==> src/rtl/axi4lite_pkg.sv <==
// Shared AXI4-Lite types for the write master, the write slave and their benches.
package axi4lite_pkg;

  // Write response codes carried on BRESP.
  typedef enum logic [1:0] {
    OKAY   = 2'b00,
    EXOKAY = 2'b01,
    SLVERR = 2'b10,
    DECERR = 2'b11
  } resp_t;

  // Write master sequencing: command accept, address/data phase, response wait, done pulse.
  typedef enum logic [1:0] {
    IDLE      = 2'b00,
    ADDR_DATA = 2'b01,
    RESP      = 2'b10,
    DONE      = 2'b11
  } wr_mst_state_t;

  // Width of a phase counter able to hold 0..cycles; never narrower than one bit so a
  // disabled timer (cycles == 0) still has a legal vector.
  function automatic int timer_width(input int cycles);
    return (cycles < 1) ? 1 : $clog2(cycles + 1);
  endfunction

endpackage

==> src/rtl/axi_phase_timer.sv <==
// Per-phase watchdog: counts cycles while enabled, restarts on clear, and flags the cycle
// in which the count reaches TIMEOUT_CYCLES-1. TIMEOUT_CYCLES == 0 disables the flag.
module axi_phase_timer
  import axi4lite_pkg::*;
#(
  parameter int TIMEOUT_CYCLES = 256
) (
  input  logic clk,
  input  logic rst,
  input  logic clear,
  input  logic enable,
  output logic expired
);

  localparam int CW = timer_width(TIMEOUT_CYCLES);
  localparam bit TIMER_ON = (TIMEOUT_CYCLES != 0);
  localparam logic [CW-1:0] LAST = CW'(TIMEOUT_CYCLES - 1);

  logic [CW-1:0] count_q;
  logic [CW-1:0] count_d;

  // Next count: clear wins, otherwise count up while enabled and hold at all-ones.
  always_comb begin
    // NOTE: assigning every always_comb output a default first keeps each path covered,
    // so no branch can leave a value unassigned and infer a latch.
    count_d = count_q;
    if (clear) begin
      count_d = '0;
    end else if (enable && (count_q != '1)) begin
      count_d = count_q + CW'(1);
    end
  end

  // Counter register.
  always_ff @(posedge clk or negedge rst) begin
    // NOTE: state is written with non-blocking assignments so every flop samples the
    // pre-edge values, independent of statement order.
    if (!rst) begin
      count_q <= '0;
    end else begin
      count_q <= count_d;
    end
  end

  assign expired = TIMER_ON && enable && (count_q == LAST);

endmodule

==> src/rtl/axi4lite_wr_master.sv <==
// AXI4-Lite write-only master. Takes one command at a time, drives AW and W independently,
// waits for B, and reports BRESP (or a timeout abort) with a single-cycle done pulse.
module axi4lite_wr_master
  import axi4lite_pkg::*;
#(
  parameter int ADDR_WIDTH     = 32,
  parameter int DATA_WIDTH     = 32,
  parameter int STRB_WIDTH     = DATA_WIDTH / 8,
  parameter int TIMEOUT_CYCLES = 256
) (
  input  logic                  clk,
  input  logic                  rst,
  // local command port
  input  logic                  cmd_valid,
  output logic                  cmd_ready,
  input  logic [ADDR_WIDTH-1:0] cmd_addr,
  input  logic [DATA_WIDTH-1:0] cmd_data,
  input  logic [STRB_WIDTH-1:0] cmd_strb,
  output logic                  done,
  output logic [1:0]            resp,
  output logic                  timeout,
  // write address channel
  output logic [ADDR_WIDTH-1:0] AWADDR,
  output logic                  AWVALID,
  input  logic                  AWREADY,
  // write data channel
  output logic [DATA_WIDTH-1:0] WDATA,
  output logic [STRB_WIDTH-1:0] WSTRB,
  output logic                  WVALID,
  input  logic                  WREADY,
  // write response channel
  input  logic                  BVALID,
  input  logic [1:0]            BRESP,
  output logic                  BREADY
);

  wr_mst_state_t         state_q,   state_d;
  logic                  aw_done_q, aw_done_d;
  logic                  w_done_q,  w_done_d;
  logic [ADDR_WIDTH-1:0] awaddr_q,  awaddr_d;
  logic [DATA_WIDTH-1:0] wdata_q,   wdata_d;
  logic [STRB_WIDTH-1:0] wstrb_q,   wstrb_d;
  logic                  awvalid_q, awvalid_d;
  logic                  wvalid_q,  wvalid_d;
  logic                  bready_q,  bready_d;
  logic                  done_q,    done_d;
  resp_t                 resp_q,    resp_d;
  logic                  timeout_q, timeout_d;

  logic timer_clear;
  logic timer_enable;
  logic timer_expired;

  logic aw_hs, w_hs, b_hs;
  logic aw_fin, w_fin;

  // Handshakes happening at the coming edge; a channel is finished once it has
  // handshaken now or in an earlier cycle of this transaction.
  assign aw_hs  = awvalid_q & AWREADY;
  assign w_hs   = wvalid_q & WREADY;
  assign b_hs   = bready_q & BVALID;
  assign aw_fin = aw_done_q | aw_hs;
  assign w_fin  = w_done_q | w_hs;

  // The watchdog runs in both waiting phases and restarts on entry to each.
  assign timer_enable = (state_q == ADDR_DATA) || (state_q == RESP);

  axi_phase_timer #(
    .TIMEOUT_CYCLES(TIMEOUT_CYCLES)
  ) u_phase_timer (
    .clk    (clk),
    .rst    (rst),
    .clear  (timer_clear),
    .enable (timer_enable),
    .expired(timer_expired)
  );

  // Next-state and next-output logic; payload registers keep their last value.
  always_comb begin
    state_d     = state_q;
    aw_done_d   = aw_done_q;
    w_done_d    = w_done_q;
    awaddr_d    = awaddr_q;
    wdata_d     = wdata_q;
    wstrb_d     = wstrb_q;
    awvalid_d   = awvalid_q;
    wvalid_d    = wvalid_q;
    bready_d    = bready_q;
    done_d      = 1'b0;
    resp_d      = resp_q;
    timeout_d   = timeout_q;
    timer_clear = 1'b0;

    unique case (state_q)
      IDLE: begin
        if (cmd_valid) begin
          awaddr_d    = cmd_addr;
          wdata_d     = cmd_data;
          wstrb_d     = cmd_strb;
          awvalid_d   = 1'b1;
          wvalid_d    = 1'b1;
          aw_done_d   = 1'b0;
          w_done_d    = 1'b0;
          timer_clear = 1'b1;
          state_d     = ADDR_DATA;
        end
      end

      ADDR_DATA: begin
        aw_done_d = aw_fin;
        w_done_d  = w_fin;
        if (aw_hs) awvalid_d = 1'b0;
        if (w_hs)  wvalid_d  = 1'b0;
        // Completion is tested before expiry so a last-cycle handshake is not aborted.
        if (aw_fin && w_fin) begin
          bready_d    = 1'b1;
          timer_clear = 1'b1;
          state_d     = RESP;
        end else if (timer_expired) begin
          awvalid_d = 1'b0;
          wvalid_d  = 1'b0;
          timeout_d = 1'b1;
          resp_d    = SLVERR;
          done_d    = 1'b1;
          state_d   = DONE;
        end
      end

      RESP: begin
        if (b_hs) begin
          bready_d  = 1'b0;
          resp_d    = resp_t'(BRESP);
          timeout_d = 1'b0;
          done_d    = 1'b1;
          state_d   = DONE;
        end else if (timer_expired) begin
          bready_d  = 1'b0;
          timeout_d = 1'b1;
          resp_d    = SLVERR;
          done_d    = 1'b1;
          state_d   = DONE;
        end
      end

      DONE: begin
        state_d = IDLE;
      end

      default: begin
        state_d = IDLE;
      end
    endcase
  end

  // FSM and registered outputs; reset drops every VALID/READY at once.
  always_ff @(posedge clk or negedge rst) begin
    if (!rst) begin
      state_q   <= IDLE;
      aw_done_q <= 1'b0;
      w_done_q  <= 1'b0;
      awaddr_q  <= '0;
      wdata_q   <= '0;
      wstrb_q   <= '0;
      awvalid_q <= 1'b0;
      wvalid_q  <= 1'b0;
      bready_q  <= 1'b0;
      done_q    <= 1'b0;
      resp_q    <= OKAY;
      timeout_q <= 1'b0;
    end else begin
      state_q   <= state_d;
      aw_done_q <= aw_done_d;
      w_done_q  <= w_done_d;
      awaddr_q  <= awaddr_d;
      wdata_q   <= wdata_d;
      wstrb_q   <= wstrb_d;
      awvalid_q <= awvalid_d;
      wvalid_q  <= wvalid_d;
      bready_q  <= bready_d;
      done_q    <= done_d;
      resp_q    <= resp_d;
      timeout_q <= timeout_d;
    end
  end

  assign cmd_ready = (state_q == IDLE);
  assign done      = done_q;
  assign resp      = resp_q;
  assign timeout   = timeout_q;
  assign AWADDR    = awaddr_q;
  assign AWVALID   = awvalid_q;
  assign WDATA     = wdata_q;
  assign WSTRB     = wstrb_q;
  assign WVALID    = wvalid_q;
  assign BREADY    = bready_q;

endmodule

==> config.mk <==
export PLATFORM = sky130hd
export DESIGN_NAME = axi4lite_wr_master
export DESIGN_NICKNAME = d
export VERILOG_FILES = /design/src/rtl/axi4lite_pkg.sv /design/src/rtl/axi_phase_timer.sv /design/src/rtl/axi4lite_wr_master.sv
export SDC_FILE = /design/constraint.sdc
export NUM_CORES = 1
export LEC_CHECK = 0
export ABC_AREA = 1
export CAP_MARGIN = 15
export CORE_MARGIN = 2
export CORE_UTILIZATION = 30
export CTS_CLUSTER_SIZE = 40
export DETAILED_ROUTE_END_ITERATION = 7
export GPL_TIMING_DRIVEN = 0
export SYNTH_ARGS = -nofsm -noshare
export SYNTH_HDL_FRONTEND = slang
export SYNTH_SLANG_ARGS = --single-unit
==> constraint.sdc <==
create_clock -name clk -period 2.07 [get_ports clk]
set_input_delay 0.414 -clock clk [delete_from_list [all_inputs] [get_ports clk]]
set_output_delay 0.414 -clock clk [all_outputs]
set_load 0.02 [all_outputs]
=== Yosys cells after proc, flatten, opt, wreduce, memory -nomap -nowiden ===
Index checks and enable logic that the tools add are counted.

* Bits in registers: 88
* Input port bits: 76
* Logic and storage cells: 78

* $add $sub $neg: 1
* Equal/unequal tests: 9
* Mux-type cells: 38
* Bitwise logic cells: 5
* Reductions and logical operators: 12

{| class="wikitable"
|+ Operators with widths
! operator !! number
|-
| $mux 1 || 19
|-
| $mux 9 || 2
|-
| $pmux 1 s2 || 8
|-
| $mux 2 || 7
|-
| $add 9x1->9 const B || 1
|-
| $eq 9x8->1 const B || 1
|-
| $ne 9x9->1 const B || 1
|-
| $pmux 2 s4 || 1
|-
| $reduce_and 2->1 || 3
|-
| $reduce_bool 2->1 || 3
|-
| $eq 2x2->1 const B || 2
|-
| $ne 2x2->1 const B || 2
|-
| $pmux 2 s2 || 1
|-
| $and 1x1->1 || 3
|-
| $logic_and 1x1->1 || 3
|-
| $ne 3x3->1 const B || 1
|-
| $reduce_and 3->1 || 1
|-
| $eq 2x1->1 const B || 1
|-
| $logic_not 2->1 || 1
|-
| $ne 2x1->1 const B || 1
|-
| $or 1x1->1 || 2
|-
| $logic_or 1x1->1 || 1
|}

=== Logic depth before layout (Yosys ltp) ===
* Word-level depth: 6
* Depth in mapped cells: 11

=== Cells and area by module ===
Synthesis repeated with hierarchy kept, for this count alone.

* Cells, all modules: 454
* Area total of the unflattened synthesis: 3773.6 um2

{| class="wikitable"
|+ Modules (own cells, without submodules)
! module !! instances !! cells each !! area each (um2)
|-
| axi4lite_wr_master || 1 || 387 || 3244.4
|-
| axi_phase_timer || 1 || 67 || 529.3
|}

=== Least setup slack after synthesis ===
Ideal clock, no wire load.

* Path kind: flip-flop to flip-flop
* From: reg u_phase_timer.count_q[0]
* To: reg u_phase_timer.count_q[3]
* Setup time: 0.125 ns
* Data arrival time: 1.567 ns
* Data required time: 1.945 ns
* Path slack: 0.377 ns
* Stages on the path, launching flop included: 10
* Buffers on the path: 0
* Path through: dfrtp_1 > ha_1 > nand3_1 > nor4_1 > ha_1 > inv_1 > nand2_2 > nor2_1 > xnor2_1 > nor2_1

* Cells in the longest elaborated chain, start to end: 3

{| class="wikitable"
|+ Ends and longest elaborated chain
! what !! line !! source
|-
| start: declaration || axi_phase_timer.sv:19 || <nowiki>logic [CW-1:0] count_q;</nowiki>
|-
| start signal: assignment || axi_phase_timer.sv:41 || <nowiki>count_q <= count_d;</nowiki>
|-
| $add 9x1->9 or $ne 9x9->1 (tied branches) || axi_phase_timer.sv:30, axi_phase_timer.sv:29 ||
|-
| $mux 9 or $logic_and 1x1->1 (tied branches) || axi_phase_timer.sv:29 || <nowiki>end else if (enable && (count_q != '1)) begin</nowiki>
|-
| $mux 9 or $reduce_bool 2->1 (tied branches) || -- ||
|}

Several ways; a longest one is shown, not always the timed one. The select of a mux whose other input is x is not followed.
A chain may end at the register's enable or synchronous reset.

=== Worst setup path in the final report ===
* From: reg u_phase_timer.count_q[0]
* To: reg awvalid_q (netlist: AWVALID)

* Cells in the longest elaborated chain, start to end: 5

{| class="wikitable"
|+ Ends and longest elaborated chain
! what !! line !! source
|-
| $eq 9x8->1 || axi_phase_timer.sv:45 || <nowiki>assign expired = TIMER_ON && enable && (count_q == LAST);</nowiki>
|-
| $logic_and 1x1->1 || axi_phase_timer.sv:45 ||
|-
| $mux 1 || axi4lite_wr_master.sv:119 || <nowiki>end else if (timer_expired) begin</nowiki>
|-
| $mux 1 || axi4lite_wr_master.sv:115 || <nowiki>if (aw_fin && w_fin) begin</nowiki>
|-
| $pmux 1 s2 || axi4lite_wr_master.sv:94 || <nowiki>unique case (state_q)</nowiki>
|-
| end signal: assignment || axi4lite_wr_master.sv:177 || <nowiki>awvalid_q <= awvalid_d;</nowiki>
|-
| end: declaration || axi4lite_wr_master.sv:43 || <nowiki>logic awvalid_q, awvalid_d;</nowiki>
|}

No other way between the ends.

==> results.md <==
| Stage | Result | Reported |
| --- | --- | --- |
| run status | Run status | completed |
| floorplanning | Die span in y | 116 um |
| clock tree | H-tree lvl count | 3 |
| sta | Measured slew at the worst slew-check pin | 0.484 ns |
| place | GPL Wtd Cong | 0.811 |
| detailed routing | Length of the first detailed-routing pass in iterations | 4 |
| worst setup path | CP required | 2.29 ns |
| grt | Pin count of the biggest net entering global routing | 54 |
| sta | Peak Freq | 534 MHz |
| cells and area | Register area | 2200 um2 |
| power and ir drop | Power density normalized to cell area | 1500 nW/um2 |
| worst setup path | Biggest fanout along the worst timing path | 6 |
| clock tree | CTS Hold Buffers Added | 0 |
| floorplanning | Core footprint | 12100 um2 |
| sta | Share of the cycle needed by the critical path after routing | 90.5% |
| power and ir drop | Logic gate share of total power | 48.6% |
| synthesis | Post-synthesis cell type count | 28 |
| power and ir drop | Cell internal pwr | 5.26 mW |
| sta | Final Hold Violating Endpoints | 0 |
| flow run | MaxCap Viol Count | 0 |
| place | Final HPWL from detailed placement | 7160 um |
| synthesis | Sequential area share after synthesis | 58.5% |
| sta | RSZ-0062 raised after global routing | false |
| floorplanning | Initial core utilization | 31.1% |
| cells and area | Layout cells sized above 1 | 5.29% |
| cells and area | Layout filler cell count | 1206 |
| cells and area | Most common cell after layout, fill and taps aside | nand2_1 |
| detailed routing | Number of nets still failing antenna checks after routing | 0 |
| cells and area | Most frequent cells in the layout | 255 x nand2_1, 149 x clkdlybuf4s50_1, 88 x dfrtp_1, 29 x inv_1, 18 x nand3_1 |
| clock tree | Worst-skew pair later-pin latency | 0.33 ns |
| place | Worst slack, placed | 0.0723 ns |
| power and ir drop | Sequential share of power | 33.2% |
| place | Instance area after placement | 5510 um2 |
| grt | Residual overflow from global routing | 0 |
| detailed routing | Routed vias/inst | 4.28 |
| sta | Setup violation total in the final timing report | 0 |
| floorplanning | Total Die Area | 13400 um2 |
| min path | Path type of the worst min-delay path | input pin to asynchronous set/reset pin |
| sta | Least setup slack across all paths after layout | 0.197 ns |
| cells and area | Total Nets Final | 703 |
| sta | Hold WS | 0.0365 ns |
| grt | Global-route wire length before repair | 15800 um |
| detailed routing | Detailed Route WL | 9820 um |
| power and ir drop | Fraction of power spent switching nets | 39.5% |
| cells and area | Final core utilization | 48.0% |
| detailed routing | Number of remaining DRC errors | 0 |
| floorplanning | Horizontal die dimension | 116 um |
| cells and area | Count of inserted antenna diode cells | 0 |
| worst setup path | Arrival time of data at the critical path endpoint | 2.09 ns |
| clock tree | Number of buffers created by CTS | 9 |
| clock tree | Number of sinks handled by clock tree synthesis | 88 |
| synthesis | Mapped Avg Cell Area | 8.21 um2 |
| synthesis | Synthesized area | 3760 um2 |
| place | PortBufs | 151 |
| grt | Via count of the first global-routing pass | 3334 |
| cells and area | Non-Filler Cell Area, Final | 5810 um2 |
| clock tree | Master cell of the clock root buffer | clkbuf_16 |
| clock tree | Clock Tree Buf Depth | 2 |
| power and ir drop | Net switching power figure | 3.43 mW |
| synthesis | Gate count after technology mapping | 458 |
| synthesis | Share of synthesized registers carrying an async set or reset | 100% |
| power and ir drop | VDD IR-drop max | 0.641 mV |
| power and ir drop | Share of total power in the clock network | 18.3% |
| floorplanning | Count of pins on the block boundary | 152 |
| worst setup path | Critical Path End Type | flip-flop |
| synthesis | Count of warnings emitted by yosys | 0 |
| power and ir drop | Power after layout | 8.68 mW |
| floorplanning | Placement Rows | 40 |
| clock tree | Clock slew seen by the registers of the worst setup and hold paths | 0.06 ns |
| synthesis | Synthesized net count | 540 |
| power and ir drop | Leakage power | 2.91 nW |
| sta | Worst clock skew | 0.00332 ns |
| sta | Final-report max-slew violation count | 0 |
| grt | Antenna violations before repair | 0 |
| synthesis | Number of flops mapped to enable cells by yosys | 0 |
| sta | Time the final worst path needs with I/O delays and setup | 1.87 ns |
| synthesis | Most used DFF post-synth | dfrtp_1 |
| synthesis | Post-synthesis sequential element count | 88 |
| clock tree | TritonCTS clock tree | built |
| grt | All-Layer GR Usage | 14.9% |
| detailed routing | Via count | 3391 |
| detailed routing | Number of DRC markers after the initial detailed-route iteration | 94 |
| cells and area | Area added between synthesis and finish | 54.4% |
| cells and area | Area taken by multi-input logic gates | 1380 um2 |
| worst setup path | Worst setup path category | flip-flop to flip-flop |
| sta | Worst max-slew margin expressed relative to the limit | 67.7% |
| detailed routing | Wirelength per Cell | 12.4 um |
| worst setup path | Startpoint Class | flip-flop |
## sequential cells by signal, summed over array words and instances (netlist names)
register and flops:
WSTRB 4, done 1, aw_done_q 1, AWVALID 1, WDATA 32, WVALID 1
w_done_q 1, resp 2, state_q 2, AWADDR 32, BREADY 1, timeout 1
u_phase_timer.count_q 9
## final cells by class
class | instances | share of cell area (%)
multi-input cells | 324 | 23.8
clock buffers | 11 | 4.18
clock inverters | 3 | 0.754
plain buffers | 15 | 1.34
flip-flops and latches | 88 | 37.9
repair buffers | 152 | 26.4
inverters | 31 | 2.00
well taps | 168 | 3.62
## cell families (layout without fill, tap and decap cells)
| logic type | after synthesis | in the layout | synth area share (%) |
|---|---|---|---|
| AOI/OAI and AO/OA | 13 | 13 | 1.83 |
| xor gates and xnor gates | 3 | 3 | 0.699 |
| adders and majority gates | 6 | 6 | 2.00 |
| buffers and inverters | 46 | 212 | 5.16 |
| DFF | 88 | 88 | 58.5 |
| and+or+nand+nor | 302 | 302 | 31.8 |
## Yosys cell counts (2+ instances only)
cell,count,area (um2)
nor2_1,17,63.8
buf_2,8,40.0
nand3_1,18,90.1
buf_1,3,11.3
clkbuf_1,2,7.51
inv_1,30,113
a21oi_1,3,15.0
nand2_2,2,12.5
o21ai_0,7,35.0
xor2_1,2,17.5
nand4_1,3,18.8
dfrtp_1,88,2200
nand2_1,255,957
ha_1,6,75.1
## worst paths after layout
kind,to,slack (ns),cells after the start,startpoint
max in group asynchronous,AWADDR[21],1.41,2,rst
min in group clk,WDATA[18],0.47,2,WDATA[18]
hold / removal,AWADDR[16],0.04,1,rst
setup / recovery,AWVALID,0.20,11,u_phase_timer.count_q[0]
setup reg to reg,AWVALID,0.20,11,u_phase_timer.count_q[0]
hold reg to reg,WDATA[18],0.47,2,WDATA[18]
## worst max-delay path, stage by stage (launching register included)
cell	delay, ns
dfrtp_1	0.39
ha_1	0.18
nand3_1	0.19
nor4_4	0.22
ha_1	0.20
nand2_1	0.15
inv_2	0.14
nor2_1	0.05
nand2_1	0.06
nand3_1	0.07
nand2_1	0.06
nand2_1	0.04
## layer usage
metal,wire (um),track usage [%],vias up
li1,-,-,1718
met1,4460,19.6,1558
met2,4570,23.7,102
met3,615,3.61,13
met4,170,5.95,0
met5,0,0,-
## power groups by stage
stage	clock network [mW]	registers, mW	logic, mW
global placement	0	2.88	4.22
detailed placement	0	2.89	4.29
finish	1.59	2.88	4.22
floorplan	0	3.69	1.45
global route	1.72	2.98	4.65
CTS	1.64	2.89	4.29
## stage by stage
stage / std cells / setup TNS [ns]
3_5_place_dp: 778 / 0
2_1_floorplan: 458 / 0
3_3_place_gp: 777 / -243.63
4_1_cts: 792 / 0
6_report: 792 / 0
5_1_grt: 792 / 0
## repair_timing
action	4_1_cts	5_1_grt
setup buffers	0	0
endpoints found under the setup margin	1	12
pin swaps	0	0
resized for setup	1	3
Power figures use the tool's default switching activity.
==> patch 1, RTL diff (same settings) <==
Change the parameter `ADDR_WIDTH` from 32 to 40.
--- a/src/rtl/axi4lite_wr_master.sv
+++ b/src/rtl/axi4lite_wr_master.sv
@@ -5,3 +5,3 @@
 #(
-  parameter int ADDR_WIDTH     = 32,
+  parameter int ADDR_WIDTH     = 40,
   parameter int DATA_WIDTH     = 32,
Ports: changed (resized AWADDR and cmd_addr); port bits go from 152 to 168. No check against the original RTL was run, so the function may have changed too.
==> patch 1 against the original RTL <==
Combinational power is 10% higher. Setup slack worse by 0.041 ns. Routed wire length up 11%. Sequential share of layout area grew 0.32 points. Power increased by 8.1%. Synthesized cell count grew 7.4%. Critical path depth is 8 lower. Cell area is 8.2% higher. Synthesized area up 8.2%. Sequential cell count grew 8. Critical path type is now reg2out. Largest cell class unchanged. Largest power group unchanged.
==> patch 1: results (changes against the original RTL) <==
R2R setup slack: 0.23 ns (+0.03 ns)
First-pass GRT wire length: 18120 um (+15%)
WL final: 10870 um (+11%)
Adder-Cell Fraction of Synth Area: 0.01845 (-0.001510)
Filler cells: 1324 (+9.8%)
Syn Area/Cell: 8.270 um^2 (+0.71%)
Pin count of the biggest net entering global routing: 51 (-5.6%)
Sequential element share of the synthesized area: 0.5904 (+0.004910)
Met1 wire length: 4847 um (+8.6%)
GP Congestion: 0.8184 (+0.95%)
Worst setup endpoint: cmd_ready
Status: completed
Layout Skew: 0.008233 ns (+0.004909 ns)
Crit-path leading delay family: buffers and inverters
Met3 wire length: 809 um (+32%)
VDD IR max: 0.0009135 V (+43%)
Post-layout nets: 761 (+8.3%)
DRT iter0 DRCs: 141 (+50%)
XOR/XNOR Fraction of Synth Area: 0.006458 (-0.0005285)
Rel. slew slack: 0.5819 (-0.09529)
Starting Density: 0.3073 (-0.003281)
CP max FO: 4 (-2)
Worst r2r dst: u_phase_timer.count_q[5]$_DFFE_PN0P_
Reg2Reg Depth: 10 (-1)
Global Route met3 Usage: 0.05236 (+0.01627)
Tot GR Track Use: 0.1559 (+0.007154)
Met1 usage: 0.1922 (-0.003841)
Share of cells above drive strength 1: 0.05473 (+0.001849)
Net count after synthesis: 582 (+7.8%)
Finished Layout Cells: 852 (+7.6%)
GR Util met2: 0.2539 (+0.01724)
Cell count after placement: 836 (+7.5%)
-- patch 1: worst reg2reg max path, cell delays in order, from the launching register on --
cell     delay [ns]
dfrtp_1        0.42
ha_1           0.23
nand3_1        0.14
nor4_2         0.06
ha_1           0.22
inv_1          0.06
nand2_1        0.11
nor2_1         0.22
nand4_1        0.12
nand2_1        0.09
nor2_1         0.04
-- patch 1: cell type report --
type / instances / area [um^2] / share of cell area
Timing Repair Buffer: 168 / 1695 / 0.2698
Clock inverter: 5 / 40.04 / 0.006372
Sequential cell: 96 / 2402 / 0.3823
Clock buffer: 11 / 252.7 / 0.04022
Tap cell: 176 / 220.2 / 0.03505
Multi-Input combinational cell: 347 / 1451 / 0.2310
Inverter: 32 / 120.1 / 0.01912
Buffer: 17 / 101.3 / 0.01613
-- patch 1: where the power goes --
group | internal [uW] | switching [uW]
registers | 2690 | 464
logic | 2040 | 2600
clock network | 889 | 710
==> patch 2, RTL diff (config.mk and constraints unchanged) <==
Made on the original files. `wdata_q` no longer has a reset.
--- a/src/rtl/axi4lite_wr_master.sv
+++ b/src/rtl/axi4lite_wr_master.sv
@@ -161,3 +161,2 @@
       awaddr_q  <= '0;
-      wdata_q   <= '0;
       wstrb_q   <= '0;
@@ -174,3 +173,2 @@
       awaddr_q  <= awaddr_d;
-      wdata_q   <= wdata_d;
       wstrb_q   <= wstrb_d;
@@ -183,2 +181,6 @@
     end
+  end
+
+  always_ff @(posedge clk) begin
+    wdata_q <= wdata_d;
   end
Function: changed (Yosys sat finds a counterexample within 4 cycles, from zero or initial values and one cycle with rst low).
==> patch 2 against the original RTL <==
Combinational power is 24% lower. Sequential cell count did not move. Cell count shrank 17%. Non-clock buffer count down 6. Count of clock-buffer cells in the layout shrank 2. Hold slack got worse by 0.012 ns. Setup slack improved by 0.040 ns. Cell area fell by 3.8%. Synthesized area down 6.2%. Routed wire length down 10%. Synthesized cell count decreased by 24%. Die area is 6.0% lower. Power down 11%. Highest routed layer unchanged.
==> patch 2: results (changes against the original RTL) <==
Clk slew on worst S/H paths: 0.06 ns (about the same)
Clock Root Buffer: clkbuf_16
Largest stage delay on the critical path: 0.38 ns
VDD IR max: 0.0005676 V (-11%)
Compound-Gate Fraction of Synth Area: 0.02092 (+0.002625)
XOR/XNOR Fraction of Synth Area: 0.007447 (+0.0004608)
Total CTS buffers: 9 (unchanged)
Fin. max-slew vios: 0 (unchanged)
Rel. slew slack: 0.6566 (-0.02067)
Share of cells above drive strength 1: 0.06178 (+0.008891)
Top post-synthesis cells by area: dfrtp_1, edfxtp_1, nand2_1
Tot GR Track Use: 0.1424 (-0.006321)
Reg2Reg Depth: 11 (unchanged)
Largest family of logic cells by synthesized area: simple AND/OR/NAND/NOR gates
CP max FO: 4 (-2)
Sequential element share of the synthesized area: 0.6695 (+0.08401)
GP Congestion: 0.7421 (-8.5%)
Worst r2r dst: WVALID$_DFFE_PN0P_
Min-Delay Path Class: in2async
Initial antenna violation count: 0 (unchanged)
First-pass GRT wire length: 14190 um (-10%)
EDFF count, synth: 32 (+32)
Ys async rst share: 0.6364 (-0.3636)
Pre-CTS setup slack: -0.1191 ns (-0.1913 ns)
Layout Skew: 0.005215 ns (+0.001891 ns)
Worst-Skew Late Latency: 0.33 ns (about the same)
DR pass1 iterations: 4 (unchanged)
Mux share of post-synthesis cell area: 0 (unchanged)
Post-layout nets: 595 (-15%)
Vias in the first global route: 2835 (-15%)
Net count after synthesis: 432 (-20%)
Critical path launch point: state_q[0]$_DFFE_PN0P_
Number of diodes: 0 (unchanged)
Status: completed
Synth cell count leaders: nand2_1, dfrtp_1, edfxtp_1
Adder-Cell Fraction of Synth Area: 0.02128 (+0.001317)
WHS: 0.02406 ns (-0.01244 ns)
Slowest stage cell, crit path: dfrtp_1
Crit-path leading delay family: buffers and inverters
Filler cells: 1053 (-13%)
Pin count of the biggest net entering global routing: 42 (-22%)
Synth warn: 0 (unchanged)
R2R setup slack: 0.25 ns (+0.05 ns)
Synth cell types: 26 (-7.1%)
CTS Buffer Depth: 2 (unchanged)
WL final: 8813 um (-10%)
Detailed Place HPWL: 6682 um (-6.7%)
Vias: 2850 (-16%)
# H-tree levels: 3 (unchanged)
P_leak: 0.002525 uW (-13%)
Buffers on Ports: 151 (unchanged)
DRT iter0 DRCs: 203 (+120%)
Critical path arrival: 1.42 ns (-0.67 ns)
Prevailing post-synth register cell: dfrtp_1
R2r startpoint: u_phase_timer.count_q[0]$_DFFE_PN0P_
[patch 2: cell count changes after synthesis, sizes merged, moves of 3 or more]
cell	change
dfrtp	-32
buf	-4
nor2	-3
nand2	-94
nand3	-4
edfxtp	+32
[patch 2: worst register-to-register path: cells and delay by family, from the launching register on]
family,cells,cell delay [ns]
buffers and inverters,1,0.14
adder cells (fa/ha/maj),2,0.39
flip-flops,1,0.39
AND/OR/NAND/NOR,8,0.78
[patch 2: layout make-up]
class	count	area, um^2	area share
Inverter	30	112.6	0.02016
Clock inverter	7	120.1	0.02150
Sequential cell	88	2362	0.4228
Buffer	9	63.81	0.01142
Clock buffer	9	225.2	0.04031
Timing Repair Buffer	152	1525	0.2730
Multi-Input combinational cell	223	998.5	0.1787
Tap cell	143	178.9	0.03203
[patch 2: worst max-delay path by stage]
stage               slack (ns)  cells after the start                      to
floorplan                 0.21                      5      WDATA[0]$_DFFE_PP_
global placement         -1.31                      1  AWADDR[11]$_DFFE_PN0P_
detailed placement       -0.12                      4     WDATA[15]$_DFFE_PP_
CTS                       0.06                      5     WDATA[16]$_DFFE_PP_
global route              0.06                     11      WVALID$_DFFE_PN0P_
finish                    0.24                      3               cmd_ready
[patch 2: kinds of logic after synthesis]
kind of cell / Yosys count
AOI/OAI and AO/OA: 14
DFF: 88
buffers and inverters: 39
adders and majority gates: 6
and+or+nand+nor: 200
xor gates and xnor gates: 3
[patch 2: power breakdown]
| part | switching [uW] | total (uW) | internal (uW) |
|---|---|---|---|
| Combinational | 1810 | 3200 | 1390 |
| Clock | 655 | 1840 | 1180 |
| Sequential | 279 | 2690 | 2410 |
| Total | 2740 | 7730 | 4990 |
[patch 2: repair_timing]
action,CTS,global route
buffers inserted,0,0
gates resized for setup,1,2
setup endpoints to repair,1,39
[patch 2: through the flow]
step	cell area, um^2	std cells
floorplan	3528	350
global placement	5219	644
detailed placement	5234	645
CTS	5578	661
global route	5587	661
finish	5587	661
[patch 2: metal layers]
metal  GRT usage  wire, um  vias to the layer above  part of all wire
met2      0.2293      4071                      115              0.46
met1      0.1854      3955                     1305              0.45
met4     0.06098       124                        0             0.014
met3     0.03240       662                        8             0.075
li1            -         -                     1422                 -
met5           0         0                        -                 0
